### src/rtl/risp_run_ctrl_if.sv
// Purpose: host-side command stream and output fire-vector stream of risp_run_ctrl.
// Signals:
//   cmd_valid/cmd_ready/cmd_op/cmd_idx/cmd_arg : command handshake (host -> controller)
//   out_valid/out_ready/out_fires              : per-timestep fire vector (controller -> host)
//   out_counts                                 : saturating per-output fire counts of the run
//   run_done                                   : one-cycle pulse when a RUN completes
// Modports: master = host side, slave = controller side.
interface risp_run_ctrl_if #(
    parameter int unsigned NUM_INP   = 4,
    parameter int unsigned NUM_OUT   = 4,
    parameter int unsigned RUN_WIDTH = 16,
    parameter int unsigned CNT_WIDTH = 8
);
    localparam int unsigned IDX_W = (NUM_INP > 1) ? $clog2(NUM_INP) : 1;

    logic                                cmd_valid;
    logic                                cmd_ready;
    logic [1:0]                          cmd_op;
    logic [IDX_W-1:0]                    cmd_idx;
    logic [RUN_WIDTH-1:0]                cmd_arg;
    logic                                out_valid;
    logic                                out_ready;
    logic [NUM_OUT-1:0]                  out_fires;
    logic [NUM_OUT-1:0][CNT_WIDTH-1:0]   out_counts;
    logic                                run_done;

    modport master (
        output cmd_valid, cmd_op, cmd_idx, cmd_arg, out_ready,
        input  cmd_ready, out_valid, out_fires, out_counts, run_done
    );

    modport slave (
        input  cmd_valid, cmd_op, cmd_idx, cmd_arg, out_ready,
        output cmd_ready, out_valid, out_fires, out_counts, run_done
    );
endinterface

### src/rtl/risp_run_ctrl.sv
// Purpose: sequences a RISP neuron network. Buffers input spike charges from the
// command stream, issues one net_en per timestep, streams each timestep's fire
// vector to the host with backpressure and keeps saturating per-output fire counts.
// Ports:
//   clk, rst   : clock, synchronous active-high reset
//   bus        : command / output streams (risp_run_ctrl_if.slave)
//   net_en     : timestep enable, asserted in the cycle a step fires
//   net_inp    : signed per-input charge, pending charges on a firing step, else 0
//   net_clear  : one-cycle network state clear request
//   net_fire   : network output fires, sampled in the net_en cycle
module risp_run_ctrl #(
    parameter int unsigned NUM_INP      = 4,
    parameter int unsigned NUM_OUT      = 4,
    parameter int unsigned CHARGE_WIDTH = 8,
    parameter int unsigned RUN_WIDTH    = 16,
    parameter int unsigned CNT_WIDTH    = 8
) (
    input  logic                                   clk,
    input  logic                                   rst,
    risp_run_ctrl_if.slave                         bus,
    output logic                                   net_en,
    output logic [NUM_INP-1:0][CHARGE_WIDTH-1:0]   net_inp,
    output logic                                   net_clear,
    input  logic [NUM_OUT-1:0]                     net_fire
);
    localparam int unsigned IDX_W = (NUM_INP > 1) ? $clog2(NUM_INP) : 1;

    localparam logic [1:0] OP_SPIKE = 2'd0;
    localparam logic [1:0] OP_RUN   = 2'd1;
    localparam logic [1:0] OP_CLEAR = 2'd2;

    typedef enum logic [1:0] {
        ST_IDLE  = 2'd0,
        ST_STEP  = 2'd1,
        ST_CLEAR = 2'd2
    } state_t;

    state_t                                 state_q, state_d;
    logic [NUM_INP-1:0][CHARGE_WIDTH-1:0]   pend_q;
    logic [RUN_WIDTH-1:0]                   remaining_q;
    logic [NUM_OUT-1:0][CNT_WIDTH-1:0]      counts_q;
    logic [NUM_OUT-1:0]                     fires_q;
    logic                                   out_valid_q;
    logic                                   run_done_q;

    logic cmd_fire_c;
    logic step_c;
    logic last_c;
    logic run_zero_c;

    // Signed add of two CHARGE_WIDTH values, clamped to the representable range.
    function automatic logic [CHARGE_WIDTH-1:0] sat_add(
        input logic [CHARGE_WIDTH-1:0] a,
        input logic [CHARGE_WIDTH-1:0] b
    );
        logic [CHARGE_WIDTH:0] s;
        s = {a[CHARGE_WIDTH-1], a} + {b[CHARGE_WIDTH-1], b};
        if (s[CHARGE_WIDTH] != s[CHARGE_WIDTH-1]) begin
            // Overflow: the extra sign bit gives the true direction.
            sat_add = s[CHARGE_WIDTH] ? {1'b1, {(CHARGE_WIDTH-1){1'b0}}}
                                      : {1'b0, {(CHARGE_WIDTH-1){1'b1}}};
        end else begin
            sat_add = s[CHARGE_WIDTH-1:0];
        end
    endfunction

    // Handshake qualifiers. rst gates everything combinational so nothing leaks
    // out during the reset cycle itself.
    assign cmd_fire_c = bus.cmd_valid && bus.cmd_ready;
    assign step_c     = (state_q == ST_STEP) && (!out_valid_q || bus.out_ready) && !rst;
    assign last_c     = step_c && (remaining_q == RUN_WIDTH'(1));
    assign run_zero_c = cmd_fire_c && (bus.cmd_op == OP_RUN) && (bus.cmd_arg == '0);

    // State register.
    always_ff @(posedge clk) begin
        if (rst) begin
            state_q <= ST_IDLE;
        end else begin
            state_q <= state_d;
        end
    end

    // Next-state logic.
    always_comb begin
        state_d = state_q;
        unique case (state_q)
            ST_IDLE: begin
                if (cmd_fire_c) begin
                    if (bus.cmd_op == OP_RUN && bus.cmd_arg != '0) begin
                        state_d = ST_STEP;
                    end else if (bus.cmd_op == OP_CLEAR) begin
                        state_d = ST_CLEAR;
                    end
                end
            end
            ST_STEP: begin
                if (last_c) begin
                    state_d = ST_IDLE;
                end
            end
            ST_CLEAR: state_d = ST_IDLE;
            default:  state_d = ST_IDLE;
        endcase
    end

    // Output logic. net_en/net_inp follow out_ready in the same cycle so a
    // step can fire while the previous vector is being taken.
    always_comb begin
        net_en        = 1'b0;
        net_inp       = '0;
        net_clear     = 1'b0;
        bus.cmd_ready = 1'b0;
        if (step_c) begin
            net_en  = 1'b1;
            net_inp = pend_q;
        end
        if (state_q == ST_CLEAR && !rst) begin
            net_clear = 1'b1;
        end
        if (state_q == ST_IDLE && !rst) begin
            bus.cmd_ready = 1'b1;
        end
    end

    // Datapath: pending charges, step counter, fire vector and counters.
    always_ff @(posedge clk) begin
        if (rst) begin
            pend_q      <= '0;
            remaining_q <= '0;
            counts_q    <= '0;
            fires_q     <= '0;
            out_valid_q <= 1'b0;
            run_done_q  <= 1'b0;
        end else begin
            run_done_q <= last_c || run_zero_c;

            if (cmd_fire_c) begin
                unique case (bus.cmd_op)
                    OP_SPIKE: begin
                        for (int i = 0; i < int'(NUM_INP); i++) begin
                            if (bus.cmd_idx == IDX_W'(i)) begin
                                pend_q[i] <= sat_add(pend_q[i], bus.cmd_arg[CHARGE_WIDTH-1:0]);
                            end
                        end
                    end
                    OP_RUN: begin
                        remaining_q <= bus.cmd_arg;
                        counts_q    <= '0;
                    end
                    OP_CLEAR: pend_q <= '0;
                    default: ;
                endcase
            end

            if (step_c) begin
                // Only the first step of a run carries the buffered charges.
                pend_q      <= '0;
                remaining_q <= remaining_q - RUN_WIDTH'(1);
                fires_q     <= net_fire;
                out_valid_q <= 1'b1;
                for (int i = 0; i < int'(NUM_OUT); i++) begin
                    if (net_fire[i] && counts_q[i] != '1) begin
                        counts_q[i] <= counts_q[i] + CNT_WIDTH'(1);
                    end
                end
            end else if (out_valid_q && bus.out_ready) begin
                out_valid_q <= 1'b0;
            end
        end
    end

    assign bus.out_valid  = out_valid_q;
    assign bus.out_fires  = fires_q;
    assign bus.out_counts = counts_q;
    assign bus.run_done   = run_done_q;

endmodule

### src/flat_wrapper.sv
// flat-port wrapper written by rule: the top's interface ports become plain ports
module risp_run_ctrl_flat 
#(
    parameter int unsigned NUM_INP      = 4,
    parameter int unsigned NUM_OUT      = 4,
    parameter int unsigned CHARGE_WIDTH = 8,
    parameter int unsigned RUN_WIDTH    = 16,
    parameter int unsigned CNT_WIDTH    = 8
)
  (clk, rst, net_en, net_inp, net_clear, net_fire, bus_cmd_valid, bus_cmd_op, bus_cmd_idx, bus_cmd_arg, bus_out_ready, bus_cmd_ready, bus_out_valid, bus_out_fires, bus_out_counts, bus_run_done);
  risp_run_ctrl_if #(.NUM_INP(NUM_INP), .NUM_OUT(NUM_OUT), .RUN_WIDTH(RUN_WIDTH), .CNT_WIDTH(CNT_WIDTH)) bus_i ();
  input  logic clk;
  input  logic rst;
  output logic net_en;
  output logic [NUM_INP-1:0][CHARGE_WIDTH-1:0] net_inp;
  output logic net_clear;
  input  logic [NUM_OUT-1:0] net_fire;
  input wire logic [$bits(bus_i.cmd_valid)-1:0] bus_cmd_valid;
  input wire logic [$bits(bus_i.cmd_op)-1:0] bus_cmd_op;
  input wire logic [$bits(bus_i.cmd_idx)-1:0] bus_cmd_idx;
  input wire logic [$bits(bus_i.cmd_arg)-1:0] bus_cmd_arg;
  input wire logic [$bits(bus_i.out_ready)-1:0] bus_out_ready;
  output wire logic [$bits(bus_i.cmd_ready)-1:0] bus_cmd_ready;
  output wire logic [$bits(bus_i.out_valid)-1:0] bus_out_valid;
  output wire logic [$bits(bus_i.out_fires)-1:0] bus_out_fires;
  output wire logic [$bits(bus_i.out_counts)-1:0] bus_out_counts;
  output wire logic [$bits(bus_i.run_done)-1:0] bus_run_done;
  assign bus_i.cmd_valid = bus_cmd_valid;
  assign bus_i.cmd_op = bus_cmd_op;
  assign bus_i.cmd_idx = bus_cmd_idx;
  assign bus_i.cmd_arg = bus_cmd_arg;
  assign bus_i.out_ready = bus_out_ready;
  assign bus_cmd_ready = bus_i.cmd_ready;
  assign bus_out_valid = bus_i.out_valid;
  assign bus_out_fires = bus_i.out_fires;
  assign bus_out_counts = bus_i.out_counts;
  assign bus_run_done = bus_i.run_done;
  risp_run_ctrl #(.NUM_INP(NUM_INP), .NUM_OUT(NUM_OUT), .CHARGE_WIDTH(CHARGE_WIDTH), .RUN_WIDTH(RUN_WIDTH), .CNT_WIDTH(CNT_WIDTH)) u_core (.clk(clk), .rst(rst), .bus(bus_i), .net_en(net_en), .net_inp(net_inp), .net_clear(net_clear), .net_fire(net_fire));
endmodule
### config.mk
export PLATFORM = sky130hd
export DESIGN_NAME = risp_run_ctrl_flat
export DESIGN_NICKNAME = d
export VERILOG_FILES = /design/src/rtl/risp_run_ctrl_if.sv /design/src/rtl/risp_run_ctrl.sv /design/src/flat_wrapper.sv
export SDC_FILE = /design/constraint.sdc
export NUM_CORES = 1
export LEC_CHECK = 0
export CAP_MARGIN = 20
export CORE_MARGIN = 4
export CORE_UTILIZATION = 48
export DETAILED_ROUTE_END_ITERATION = 8
export GPL_TIMING_DRIVEN = 0
export PLACE_DENSITY = 0.74
export SLEW_MARGIN = 40
export SYNTH_ARGS = -nofsm -noshare
export SYNTH_HDL_FRONTEND = slang
export SYNTH_SLANG_ARGS = --single-unit
### constraint.sdc
create_clock -name clk -period 3.3 [get_ports clk]
set_input_delay 0.33 -clock clk [delete_from_list [all_inputs] [get_ports clk]]
set_output_delay 0.33 -clock clk [all_outputs]
set_load 0.05 [all_outputs]
### After elaboration in Yosys (flattened, before gate mapping)

Cells that the tools add are included.

| storage, ports and cells | value |
|---|---|
| flip-flop bits (word level) | 88 |
| latch bits | 0 |
| RAM bits | 0 |
| memory bits (read-only) | 0 |
| bits of input ports | 28 |
| output and inout bits | 73 |
| memories | 0 |

| operators by class | value |
|---|---|
| $add $sub $neg | 9 |
| $mul | 0 |
| divide/modulo/power cells | 0 |
| $lt $le $gt $ge | 0 |
| equality and inequality tests | 23 |
| shift operators | 0 |
| multiplexer cells | 34 |
| bitwise gates (word level) | 0 |
| reduce and logical (&&, ||, !) cells | 34 |

Operators by type and width:

| operator | number |
|---|---|
| 2-to-1 mux 32 bit | 4 |
| 2-to-1 mux 8 bit | 16 |
| case mux 32 bit (2 select lines) | 1 |
| 2-to-1 mux 16 bit | 3 |
| adder 8 x 8 -> 9 bit | 4 |
| adder 8 x 1 -> 8 bit, second input constant | 4 |
| != test 8 bit, second input constant | 4 |
| equality test 16 x 1 -> 1 bit, second input constant | 1 |
| logical NOT 16 bit | 1 |
| nonzero test 16 bit | 1 |
| subtractor 16 x 1 -> 16 bit, second input constant | 1 |
| AND reduction 3 bit | 5 |
| logical AND 1 bit | 14 |
| != test 2 x 1 -> 1 bit, second input constant | 6 |
| equality test 2 bit, second input constant | 4 |
| 2-to-1 mux 2 bit | 4 |
| nonzero test 2 bit | 4 |
| equality test 2 x 1 -> 1 bit, second input constant | 3 |
| logical NOT 2 bit | 3 |
| 2-to-1 mux 1 bit | 5 |
| != test 1 bit | 4 |
| case mux 2 bit (2 select lines) | 1 |
| != test 3 x 1 -> 1 bit, second input constant | 1 |
| logical NOT 1 bit | 2 |
| other kinds (3) | 4 |

### Depth between registers and ports, before layout

| depth | value |
|---|---|
| depth in word-level cells | 7 |
| mapped depth | 12 |
| mapped depth without buffers | 12 |

### Least setup slack after synthesis

No wires, ideal clock.

| timing path | value |
|---|---|
| path kind | input -> register |
| start | input port bus_cmd_arg[0] |
| end | register u_core.pend_q[0] (netlist bit) |
| library setup time | 0.060 ns |
| data arrival time | 2.596 ns |
| data required time | 3.240 ns |
| path slack | 0.645 ns |
| cell stages on the path | 11 |
| buffers on the path | 0 |
| cell sequence | ha_1 -> fa_1 -> a21o_1 -> a21oi_1 -> nor2b_1 -> o211ai_1 -> a31o_2 -> ha_1 -> nand3_2 -> a311oi_4 -> a221o_1 |

| between the ends | value |
|---|---|
| word-level cells in the longest chain between the ends | 5 |

Ends and longest elaborated chain:

| item | line | text |
|---|---|---|
| start, declared | flat_wrapper.sv:21 | `input wire logic [$bits(bus_i.cmd_arg)-1:0] bus_cmd_arg;` |
| adder 8 x 8 -> 9 bit (*) | risp_run_ctrl.sv:57 | `s = {a[CHARGE_WIDTH-1], a} + {b[CHARGE_WIDTH-1], b};` |
| 2-to-1 mux 8 bit or != test 1 bit (tied branches) | risp_run_ctrl.sv:60, risp_run_ctrl.sv:58 |  |
| 2-to-1 mux 8 bit (*) | risp_run_ctrl.sv:58 | `if (s[CHARGE_WIDTH] != s[CHARGE_WIDTH-1]) begin` |
| 2-to-1 mux 8 bit (*) | risp_run_ctrl.sv:141 | `if (bus.cmd_idx == IDX_W'(i)) begin` |
| case mux 32 bit (2 select lines) (*) | risp_run_ctrl.sv:138 | `unique case (bus.cmd_op)` |
| end signal, assigned by index | risp_run_ctrl.sv:142 | `pend_q[i] <= sat_add(pend_q[i], bus.cmd_arg[CHARGE_WIDTH-1:0]);` |
| end, declared | risp_run_ctrl.sv:39 | `logic [NUM_INP-1:0][CHARGE_WIDTH-1:0] pend_q;` |

Mark *: on every way between the ends. The rest lies on a longest branch, timed or not. The select of a mux whose other input is x is not followed.
A chain may end at the register's enable or synchronous reset.

### Worst setup path after layout

| timing path | value |
|---|---|
| start | input port bus_cmd_arg[2] |
| end | register u_core.pend_q[3] (netlist bit) |

Same word-level chain as after synthesis.

==> qor.txt <==
EDFF count, synth -> 0
Async SR Flop Fraction -> 0%
Final cycle utilization of the critical path -> 95.5%
Worst vdd ir -> 291 uV
Layout cell share with drive strength beyond 1 -> 7.20%
Final wirelength -> 16500 um
DRC viols -> 0
Rows -> 39
H-tree Lvls -> 3
Gr usage total -> 24.5%
PortBufs -> 98
Most frequent CP cell -> ha_1
Slew margin rel. -> 59.2%
Worst Setup End Kind -> flip-flop
Post-synth top flop -> dfxtp_1
CP Max Fanout -> 7
Clock transition at path regs -> 0.07 ns
Gpl congestion -> 0.898
Flop2flop setup slack -> 0.31 ns
IO Pins -> 101
Comb pwr share -> 14.3%
Total die area -> 13600 sq um
Drt via density -> 5.97
Status -> finished, final reports clean
CP startpoint kind -> input port
Top-area cell type share of the netlist area -> 31.0%
Number of synthesis warnings -> 0
Syn Nets -> 754
Fin. Hold Viols -> 0
DR vias -> 5580
First-pass GRT wire length -> 26500 um
Initial antenna violation count -> 0
Reg power frac -> 43.9%
Worst r2r src -> u_core.pend_q[0]$_SDFFE_PP0P_
Sequential area share after synthesis -> 31.0%
Leakage power -> 3.14 nW
Dpl cells -> 919
Synth cell types -> 66
Die Ht -> 117 um
Worst path depth -> 11
Fin. max-slew vios -> 0
Minimum clock period after layout -> 3.15 ns
Hold path depth -> 4
CP Class -> input port to flip-flop
Critical Path Max Stage Delay -> 0.66 ns
Internal -> 0.00181 W
Vias in the first global route -> 5456
Fillers -> 997
Initial DRT Pass Iterations -> 6
Hold slack -> 0.365 ns
Core area -> 11500 sq um
Synth Instances -> 678
Initial Utilization -> 49.3%
Num Clock Sinks -> 88
Max-cap violations -> 0
Largest net degree at the start of global routing -> 16
Buf+Inv Stages, Crit Path -> 1
Worst Slack Setup Final -> 0.148 ns
Worst slew pin tran -> 0.610 ns
Area contributors post-synth -> dfxtp_1 31%, ha_1 9.7%, a21oi_1 6.6%
RSZ-0062 raised after global routing -> false
Setup WS pre-CTS -> -0.490 ns
Register bit count reported by yosys -> 88
Critical Path RT -> 3.60 ns
Area grow syn2layout -> 26.6%
Hold Path Class -> input port to flip-flop
Switching power -> 0.000707 W
Synthesized cell area -> 5680 sq um
Detailed Route Iter0 Violations -> 451
Clock Power Share -> 41.9%
DRT antenna net count -> 0
Global route overflow -> 0
PwrDens -> 350 nW/um^2
Nets@finish -> 863
CTS root buffer -> clkbuf_16
Detailed placer's ending HPWL -> 12100 um
CP max-delay cell -> clkdlybuf4s50_1
Fmax -> 317 MHz
Worst reg2reg path depth -> 11
Non-filler cells, final -> 935
CTS tree -> yes
Cell taking the most area after synthesis -> dfxtp_1
Final setup viols -> 0
Kind of cell adding the most delay to the critical path -> compound AO/OA/AOI/OAI gates
Diodes inserted -> 0
Hold Path End -> u_core.bus.out_counts[18]$_SDFF_PP0_
CP Cell Sequence -> clkdlybuf4s50_1 -> ha_1 -> a21o_1 -> a211oi_1 -> nor2_1 -> a31oi_1 -> xnor2_1 -> ha_1 -> nand3_2 -> a311oi_4 -> a221o_1
Sw Share -> 28.1%
Die extent in x -> 117 um
Drt wl/cell -> 17.6 um
Clock Latency Late Sink -> 0.36 ns
Crit path DAT -> 3.45 ns
Avg Cell Area, Syn -> 8.38 sq um
Reg-to-reg endpoint -> u_core.pend_q[3]$_SDFFE_PP0P_
CTS Buffer Depth -> 2
Layout Skew -> 0.0103 ns
Min-delay src -> rst
CTS buffer count -> 9
[flip-flops by register name, summed over array words and instances, names as in the netlist]
signal                 count
u_core.bus.out_valid       1
u_core.bus.out_counts     32
u_core.bus.run_done        1
u_core.bus.out_fires       4
u_core.state_q             2
u_core.remaining_q        16
u_core.pend_q             32
[layout make-up]
cell class / instances / area, sq um / share of cell area (%)
clock buffer: 9 / 225 / 3.13
inverter: 16 / 60.1 / 0.836
timing repair buffer: 98 / 1020 / 14.3
multi-input combinational: 550 / 3740 / 52.0
tap: 143 / 179 / 2.49
clock inverter: 7 / 71.3 / 0.992
sequential: 88 / 1760 / 24.5
buffer: 24 / 126 / 1.76
[synthesized netlist by cell type, types with 8 or more instances]
cell type and n:
xnor2_1 15, o21ai_0 18, nand2_1 58, xor2_1 15, nand3_1 32, nor4_1 8
inv_1 15, dfxtp_1 88, nor3_1 22, and2_1 39, a221o_1 14, ha_1 44
a21o_1 11, clkbuf_1 13, nor2b_1 13, nor2_1 47, a31oi_1 8, a21oi_1 75
[cells by family after synthesis]
group | count (synthesis) | synth area share (%)
adder cells (fa/ha/maj) | 48 | 11.1
XOR/XNOR | 30 | 4.63
multiplexers | 7 | 1.32
buffers and inverters | 40 | 3.26
AO/OA/AOI/OAI | 188 | 22.2
flip-flops | 88 | 31.0
AND/OR/NAND/NOR | 277 | 26.5
[layout by cell type, fill, tap and decap left out, drive strengths merged, types with 5 or more instances in the layout]
master / instances
nand2b: 7
o21ai: 24
nor2b: 13
nand4: 5
xor2: 15
o211ai: 7
clkinv: 5
a221oi: 7
or2: 9
clkbuf: 23
a21oi: 75
nand2: 58
nor3b: 5
ha: 44
nor3: 24
a31oi: 9
and3: 5
nor2: 48
a211oi: 6
nand3: 36
xnor2: 15
a221o: 14
dlymetal6s2s: 20
buf: 11
dfxtp: 88
o22ai: 5
clkdlybuf4s50: 76
nor4: 10
and2: 39
inv: 17
a21o: 11
[metrics by stage]
| step | total power [W] | setup TNS [ns] | utilization (%) | area (sq um) |
|---|---|---|---|---|
| after global routing | 0.00260 | 0 | 62.4 | 7190 |
| after detailed placement | 0.00148 | -10.07 | 59.4 | 6840 |
| after CTS | 0.00253 | 0 | 62.0 | 7140 |
| final | 0.00251 | 0 | 62.4 | 7190 |
| after floorplan | 0.00135 | 0 | - | 5680 |
| after global placement | 0.00147 | -7.92 | 59.4 | 6840 |
[power groups by stage]
| stage | Combinational (W) | Clock [W] | Sequential (W) |
|---|---|---|---|
| global placement | 0.000344 | 0 | 0.00112 |
| finish | 0.000358 | 0.00105 | 0.00110 |
| detailed placement | 0.000354 | 0 | 0.00113 |
| CTS | 0.000355 | 0.00107 | 0.00110 |
| floorplan | 0.000219 | 0 | 0.00113 |
| global route | 0.000391 | 0.00110 | 0.00110 |
[how the worst max path moves through the flow]
| stage | end | from | slack (ns) |
|---|---|---|---|
| 3_5_place_dp | u_core.pend_q[3]$_SDFFE_PP0P_ | bus_cmd_arg[1] | -0.49 |
| 4_1_cts | net_inp[15] | bus_out_ready | 0.02 |
| 3_3_place_gp | u_core.pend_q[2]$_SDFFE_PP0P_ | bus_cmd_arg[1] | -0.45 |
| 6_report | u_core.pend_q[3]$_SDFFE_PP0P_ | bus_cmd_arg[2] | 0.15 |
| 2_1_floorplan | u_core.pend_q[0]$_SDFFE_PP0P_ | bus_cmd_arg[0] | 0.64 |
| 5_1_grt | u_core.pend_q[22]$_SDFFE_PP0P_ | bus_cmd_arg[2] | 0.03 |
[routing by layer]
layer	share of wire [%]	global-route usage, %	vias up
met5	0	0	-
met4	3.1	12.8	0
met3	6.6	4.06	36
met2	47	41.0	203
met1	43	30.3	2628
li1	-	-	2713
[worst reg2reg max path, stage by stage (launching register included)]
cell and delay (ns):
dfxtp_1 0.33, ha_1 0.21, fa_1 0.40, a21o_1 0.19
a21oi_1 0.23, nor2b_1 0.10, o211ai_1 0.32, a31o_2 0.24
ha_1 0.18, nand3_2 0.10, a311oi_4 0.46, a221o_1 0.18
[timing repair]
action / 4_1_cts / 5_1_grt
gates resized for setup: 3 / 24
gates cloned: 0 / 0
hold buffers: 0 / 0
setup buffers: 0 / 0
setup endpoints to repair: 19 / 39
Note: power is estimated with default switching activity, not from simulation.
